**config.mk**
```make
export PLATFORM = sky130hd
export DESIGN_NAME = rf_write_arbiter
export DESIGN_NICKNAME = d
export VERILOG_FILES = /design/src/rtl/rf_write_arbiter.sv
export SDC_FILE = /design/constraint.sdc
export NUM_CORES = 1
export LEC_CHECK = 0
export BUFFER_PORTS_ARGS = -buffer_cell sky130_fd_sc_hd__buf_2
export CORE_MARGIN = 3
export CORE_UTILIZATION = 30
export CTS_BUF_LIST = sky130_fd_sc_hd__clkbuf_4
export DETAILED_ROUTE_END_ITERATION = 6
export PLACE_DENSITY = 0.61
export SYNTH_ARGS = -nofsm -noshare
export SYNTH_HDL_FRONTEND = slang
export SYNTH_SLANG_ARGS = --single-unit
```
**constraint.sdc**
```tcl
create_clock -name clk -period 2 [get_ports clk]
set_input_delay 0.4 -clock clk [delete_from_list [all_inputs] [get_ports clk]]
set_output_delay 0.4 -clock clk [all_outputs]
set_load 0.005 [all_outputs]
```
**src/rtl/rf_write_arbiter.sv**
```systemverilog
// Write-port arbiter for the 16x16 register file: two one-entry writeback buffers
// (ALU, MEM), round-robin grant with oldest-first ordering for same-register writes.
module rf_write_arbiter (
  input  logic        clk,
  input  logic        rst,
  input  logic        alu_valid,
  output logic        alu_ready,
  input  logic [3:0]  alu_reg,
  input  logic [15:0] alu_data,
  input  logic        mem_valid,
  output logic        mem_ready,
  input  logic [3:0]  mem_reg,
  input  logic [15:0] mem_data,
  output logic        WriteReg,
  output logic [3:0]  DstReg,
  output logic [15:0] DstData,
  output logic [15:0] busy_mask
);

  logic        hvAlu, hvMem;
  logic [3:0]  hregAlu, hregMem;
  logic [15:0] hdataAlu, hdataMem;
  logic        rr;   // 0: ALU preferred next
  logic        old;  // 1: MEM entry is older
  logic        grantAlu, grantMem;
  logic        loadAlu, loadMem;
  logic        bothDiffer;

  assign bothDiffer = hvAlu && hvMem && (hregAlu != hregMem);

  always_comb begin
    grantAlu = 1'b0;
    grantMem = 1'b0;
    if (!rst) begin
      if (hvAlu && hvMem) begin
        if (hregAlu == hregMem) begin
          grantMem = old;
          grantAlu = !old;
        end else begin
          grantAlu = !rr;
          grantMem = rr;
        end
      end else begin
        grantAlu = hvAlu;
        grantMem = hvMem;
      end
    end
  end

  assign alu_ready = !rst && (!hvAlu || grantAlu);
  assign mem_ready = !rst && (!hvMem || grantMem);

  // Register-0 writes are handshaken but never buffered.
  assign loadAlu = alu_valid && alu_ready && (alu_reg != '0);
  assign loadMem = mem_valid && mem_ready && (mem_reg != '0);

  always_ff @(posedge clk) begin
    if (rst) begin
      hvAlu    <= 1'b0;
      hvMem    <= 1'b0;
      hregAlu  <= '0;
      hregMem  <= '0;
      hdataAlu <= '0;
      hdataMem <= '0;
      rr       <= 1'b0;
      old      <= 1'b0;
    end else begin
      hvAlu <= loadAlu || (hvAlu && !grantAlu);
      hvMem <= loadMem || (hvMem && !grantMem);
      if (loadAlu) begin
        hregAlu  <= alu_reg;
        hdataAlu <= alu_data;
      end
      if (loadMem) begin
        hregMem  <= mem_reg;
        hdataMem <= mem_data;
      end
      if (bothDiffer)
        rr <= grantAlu;
      // An entry loaded next to a surviving peer is the younger one.
      if (loadAlu && loadMem)
        old <= 1'b1;
      else if (loadAlu && hvMem && !grantMem)
        old <= 1'b1;
      else if (loadMem && hvAlu && !grantAlu)
        old <= 1'b0;
    end
  end

  always_comb begin
    WriteReg = grantAlu || grantMem;
    DstReg   = '0;
    DstData  = '0;
    if (grantAlu) begin
      DstReg  = hregAlu;
      DstData = hdataAlu;
    end else if (grantMem) begin
      DstReg  = hregMem;
      DstData = hdataMem;
    end
  end

  always_comb begin
    busy_mask = '0;
    if (!rst) begin
      if (hvAlu) busy_mask[hregAlu] = 1'b1;
      if (hvMem) busy_mask[hregMem] = 1'b1;
    end
  end

endmodule

```
* Word level (Yosys, flattened, before mapping)
Index checks and enable logic that the tools add are counted.
Storage, ports and cells: memory bits (writable) 0, register bits after elaboration 44, output and inout bits 39, bits in latches 0, word-level logic and storage cells 68, memories kept 0, bits in read-only memories 0
Operators by class: add/sub/neg operators 0, mux-type cells 21, reductions and logical operators 32, shift operators 0, divide/modulo/power cells 0, multiply operators 0, eq/ne operators 2, bitwise logic cells 1, $lt $le $gt $ge 4
Operators by type and width (number):
- $mux 16 | 6
- $logic_and 1x1->1 | 17
- $or 16x16->16 | 1
- $mux 1 | 11
- $lt 4x5->1 const B | 2
- $demux 1 s4 | 2
- $ge 4x1->1 const B | 2
- $mux 4 | 2
- $reduce_bool 4->1 | 2
- $logic_not 1->1 | 7
- $logic_or 1x1->1 | 5
- $eq 4x4->1 | 1
- $ne 4x4->1 | 1
- $reduce_bool 3->1 | 1

* Logic depth before layout (Yosys ltp)
word-level depth 13, gate-level depth with buffers 9

* Worst setup path before layout
Ideal clock, no wire load.
path kind reg-to-output, start point register hregMem[0], end point output port DstData[0], required time 1.600 ns, arrival 1.743 ns, setup slack -0.143 ns, stages on the path, launching flop included 10, cell sequence dfxtp_1 buf_2 xnor2_1 and4_1 buf_4 mux2i_4 inv_2 and2_4 buf_6 a22o_1
On the way: longest elaborated chain between the ends 6, elaborated cells on any way between the ends 9
RTL lines:
- from (decl) | line 21 | logic [3:0] hregAlu, hregMem;
- from (signal assigned) | line 75 | hregMem <= mem_reg;
- $eq 4x4->1 (*) | line 36 | if (hregAlu == hregMem) begin
- $mux 1 | line 36
- $mux 1 | line 35 | if (hvAlu && hvMem) begin
- $mux 1 | line 34 | if (!rst) begin
- $mux 16 | line 97 | end else if (grantMem) begin
- $mux 16 (*) | line 94 | if (grantAlu) begin
- to (decl) | line 16 | output logic [15:0] DstData,
Mark *: on every way between the ends. The rest lies on a longest branch, timed or not.

* Final worst setup path
start point register hregMem[2], end point output port DstData[7]
Same word-level chain as after synthesis.

==> impl_metrics.tcl <==
set metrics [dict create \
    status "finished with violations" \
    violations "negative setup slack" \
    ant_nets 0 \
    route.vias.total 2620 \
    synth.distinct_cells 37 \
    ios 83 \
    dieArea_um2 8900 \
    die_w_um 94.3 \
    worstPathRequired_ns 1.60 \
    finalCriticalPeriod_ns 2.50 \
    synth_fa_ha_area_share_pct 0 \
    layout.cells.most_common "buf_2" \
    final_area_um2 3480 \
    power_density_nw_per_um2 645 \
    synthMuxAreaShare_pct 9.94 \
    routed_wl_um 8100 \
    drive_gt1_share_pct 44.6 \
    via_per_inst 5.30 \
    grt_pass1_vias 2337 \
    worstPathMaxFanout 5 \
    final_hold_viol_count 0 \
    cts_tree "yes" \
    grt_max_degree 60 \
    finalClockSkew_ns 0.0216 \
    synth-compound-area-share_pct 26.2 \
    dr.pass1.iters 5 \
    start_util_pct 31.6 \
    start_kind "register" \
    synth_top_family_by_area "compound AO/OA/AOI/OAI gates" \
    area_growth_pct 48.6 \
    placed_area_um2 2960 \
    pwr-share-seq_pct 44.4 \
    grt_util_all_layers_pct 16.2 \
    critPathArrivalTime_ns 2.10 \
    clk_latency_ns 0.37 \
    drv_cap 0 \
    switchingPower_uw 694 \
    synthesis.instances 284 \
    htreeDepth 2 \
    comb_power_share_pct 30.7 \
    synth-seq-cells 44 \
    leakage_nw 1.56 \
    dp_hpwl_um 5150 \
    internal_power_mw 1.55 \
    routabilityCongestion 0.899 \
    drt_first_iter_violations 247 \
    grt_pass1_wl_um 11600 \
    final.period_utilization_pct 125 \
    hold_class "input pin to register" \
    worst_slack_ns -0.502 \
    wl_per_cell_um 16.4 \
    vdd_drop_max_uv 265 \
    synth-seq-area-share_pct 37.6 \
    grt_overflow 0 \
    clockPowerShare_pct 25.0 \
    antenna_cells 0 \
    max_slew_margin_pct 54.8 \
    slew_viol_final 0 \
    syn_nets 328 \
    cts_buffers 5 \
    core-area_um2 7410 \
    layout_common_cells "buf_2 (81), nor2_1 (42), dfxtp_1 (34)" \
    fin_nets 438 \
    fmax_mhz 400 \
    clock_path_buffers 2 \
    worstMarginPinSlew_ns 0.678 \
    worst_setup_path_end_kind "output port" \
    syn_avg_cell_area_um2 8.24 \
    cts.sinks 44 \
    finalSetupViolCount 22 \
    antenna_found_initial 0 \
    path_clk_slew_ns 0.15 \
    fp.dieH_um 94.3 \
    clockRootBuffer "clkbuf_4" \
    total_power_mw 2.25 \
    mappedNetlistArea_um2 2340 \
    drc 0 \
    swShare_pct 30.9 \
    port_buffers 82 \
    synthSimpleGateAreaFrac_pct 17.9 \
    yosysWarnings 0 \
    setup.worst_path.class "register to output port" \
    synth_xor_area_share_pct 1.50 \
    num_rows 31 \
    rsz0062_at_grt "yes" \
]
critical path, cell delays in order, from the launching register on:
cell and delay, ns:
dfxtp_2 0.36, xnor2_2 0.20, and4_4 0.31, mux2i_4 0.28, a21oi_4 0.12, buf_6 0.14
a22o_1 0.22, buf_2 0.12
logic make-up after synthesis:
logic type             count (synthesis)
XOR/XNOR                               4
flip-flops                            44
AO/OA/AOI/OAI                         92
multiplexers                          22
AND/OR/NAND/NOR                       90
buffers and inverters                 32
flip-flops by register name, summed over array words and instances, names as in the netlist:
name and count:
hvMem 1, hvAlu 1, hdataMem 16, hregMem 4
old 1, hregAlu 4, hdataAlu 16, rr 1
metrics by stage:
step                utilization (%)  std cells  worst slack (ns)  TNS, ns  hold WS [ns]
floorplan                         -        284           -0.0846    -1.69         0.454
global placement               40.0        459            -0.130    -3.08         0.464
detailed placement             40.0        459            -0.139    -3.41         0.472
CTS                            42.6        476            -0.413    -8.53         0.257
global route                   47.0        494            -0.579   -12.05         0.252
finish                         47.0        494            -0.502   -10.15         0.253
path summary, 6_finish.rpt:
kind | startpoint | end | slack, ns | cells past startpoint
worst max register to register | hregMem[3] | hdataMem[4] | 0.03 | 9
worst min register to register | hdataAlu[5] | hdataAlu[5] | 0.49 | 2
worst max-delay path | hregMem[2] | DstData[7] | -0.50 | 7
worst min-delay path | mem_data[5] | hdataMem[5] | 0.25 | 3
power by group through the flow:
stage	Combinational [mW]	Clock (mW)	Sequential, mW
after global routing	0.738	0.601	1.00
final	0.689	0.560	0.996
after floorplan	0.339	0	0.985
after global placement	0.477	0	1.01
after CTS	0.537	0.561	0.990
after detailed placement	0.484	0	1.01
final cells by class:
type / count / area, um^2
fillers: 714 / 3930
multi-input cells: 211 / 1470
flip-flops and latches: 44 / 901
repair buffers: 130 / 891
well taps: 99 / 124
clock inverters: 3 / 42.5
clock buffers: 5 / 37.5
inverters: 2 / 10.0
per-layer routing:
metal | routed length (um) | track usage (%) | up-vias
li1 | - | - | 1253
met1 | 3500 | 22.5 | 1245
met2 | 3950 | 26.5 | 104
met3 | 474 | 2.63 | 18
met4 | 166 | 3.61 | 0
met5 | 0 | 0 | -
cells in the mapped netlist:
cell type	n	area share (%)
dfxtp_1	44	38
nor2_1	44	7.1
a21oi_1	27	5.8
nand3_1	23	4.9
mux2i_1	21	9.0
a22o_1	20	7.5
o21ai_0	20	4.3
clkbuf_1	13	2.1
buf_2	10	2.1
a22oi_1	7	2.2
nand2_1	7	1.1
a32oi_1	6	2.2
nor2b_1	5	1.3
xnor2_1	4	1.5
a31oi_1	3	0.80
and3_1	3	0.80
buf_4	3	0.96
buf_6	2	0.96
nor3b_1	2	0.64
o21a_1	2	0.64
o41ai_1	2	0.75
a211oi_1	1	0.32
a211oi_2	1	0.53
a21o_1	1	0.32
a41oi_1	1	0.37
and2_1	1	0.27
and2_4	1	0.37
and3b_1	1	0.37
and4_1	1	0.37
buf_1	1	0.16
clkbuf_2	1	0.21
inv_1	1	0.16
inv_2	1	0.16
mux2i_4	1	0.96
nand2b_1	1	0.27
nand3b_1	1	0.32
o41a_1	1	0.48
timing repair:
action | in CTS | in global routing
setup endpoints to repair | 46 | 57
hold buffers | 0 | 0
resized for setup | 20 | 34
cloned | 3 | 3
pin swaps | 10 | 26
buffers inserted | 6 | 18
Note: power is estimated with default switching activity, not from simulation.
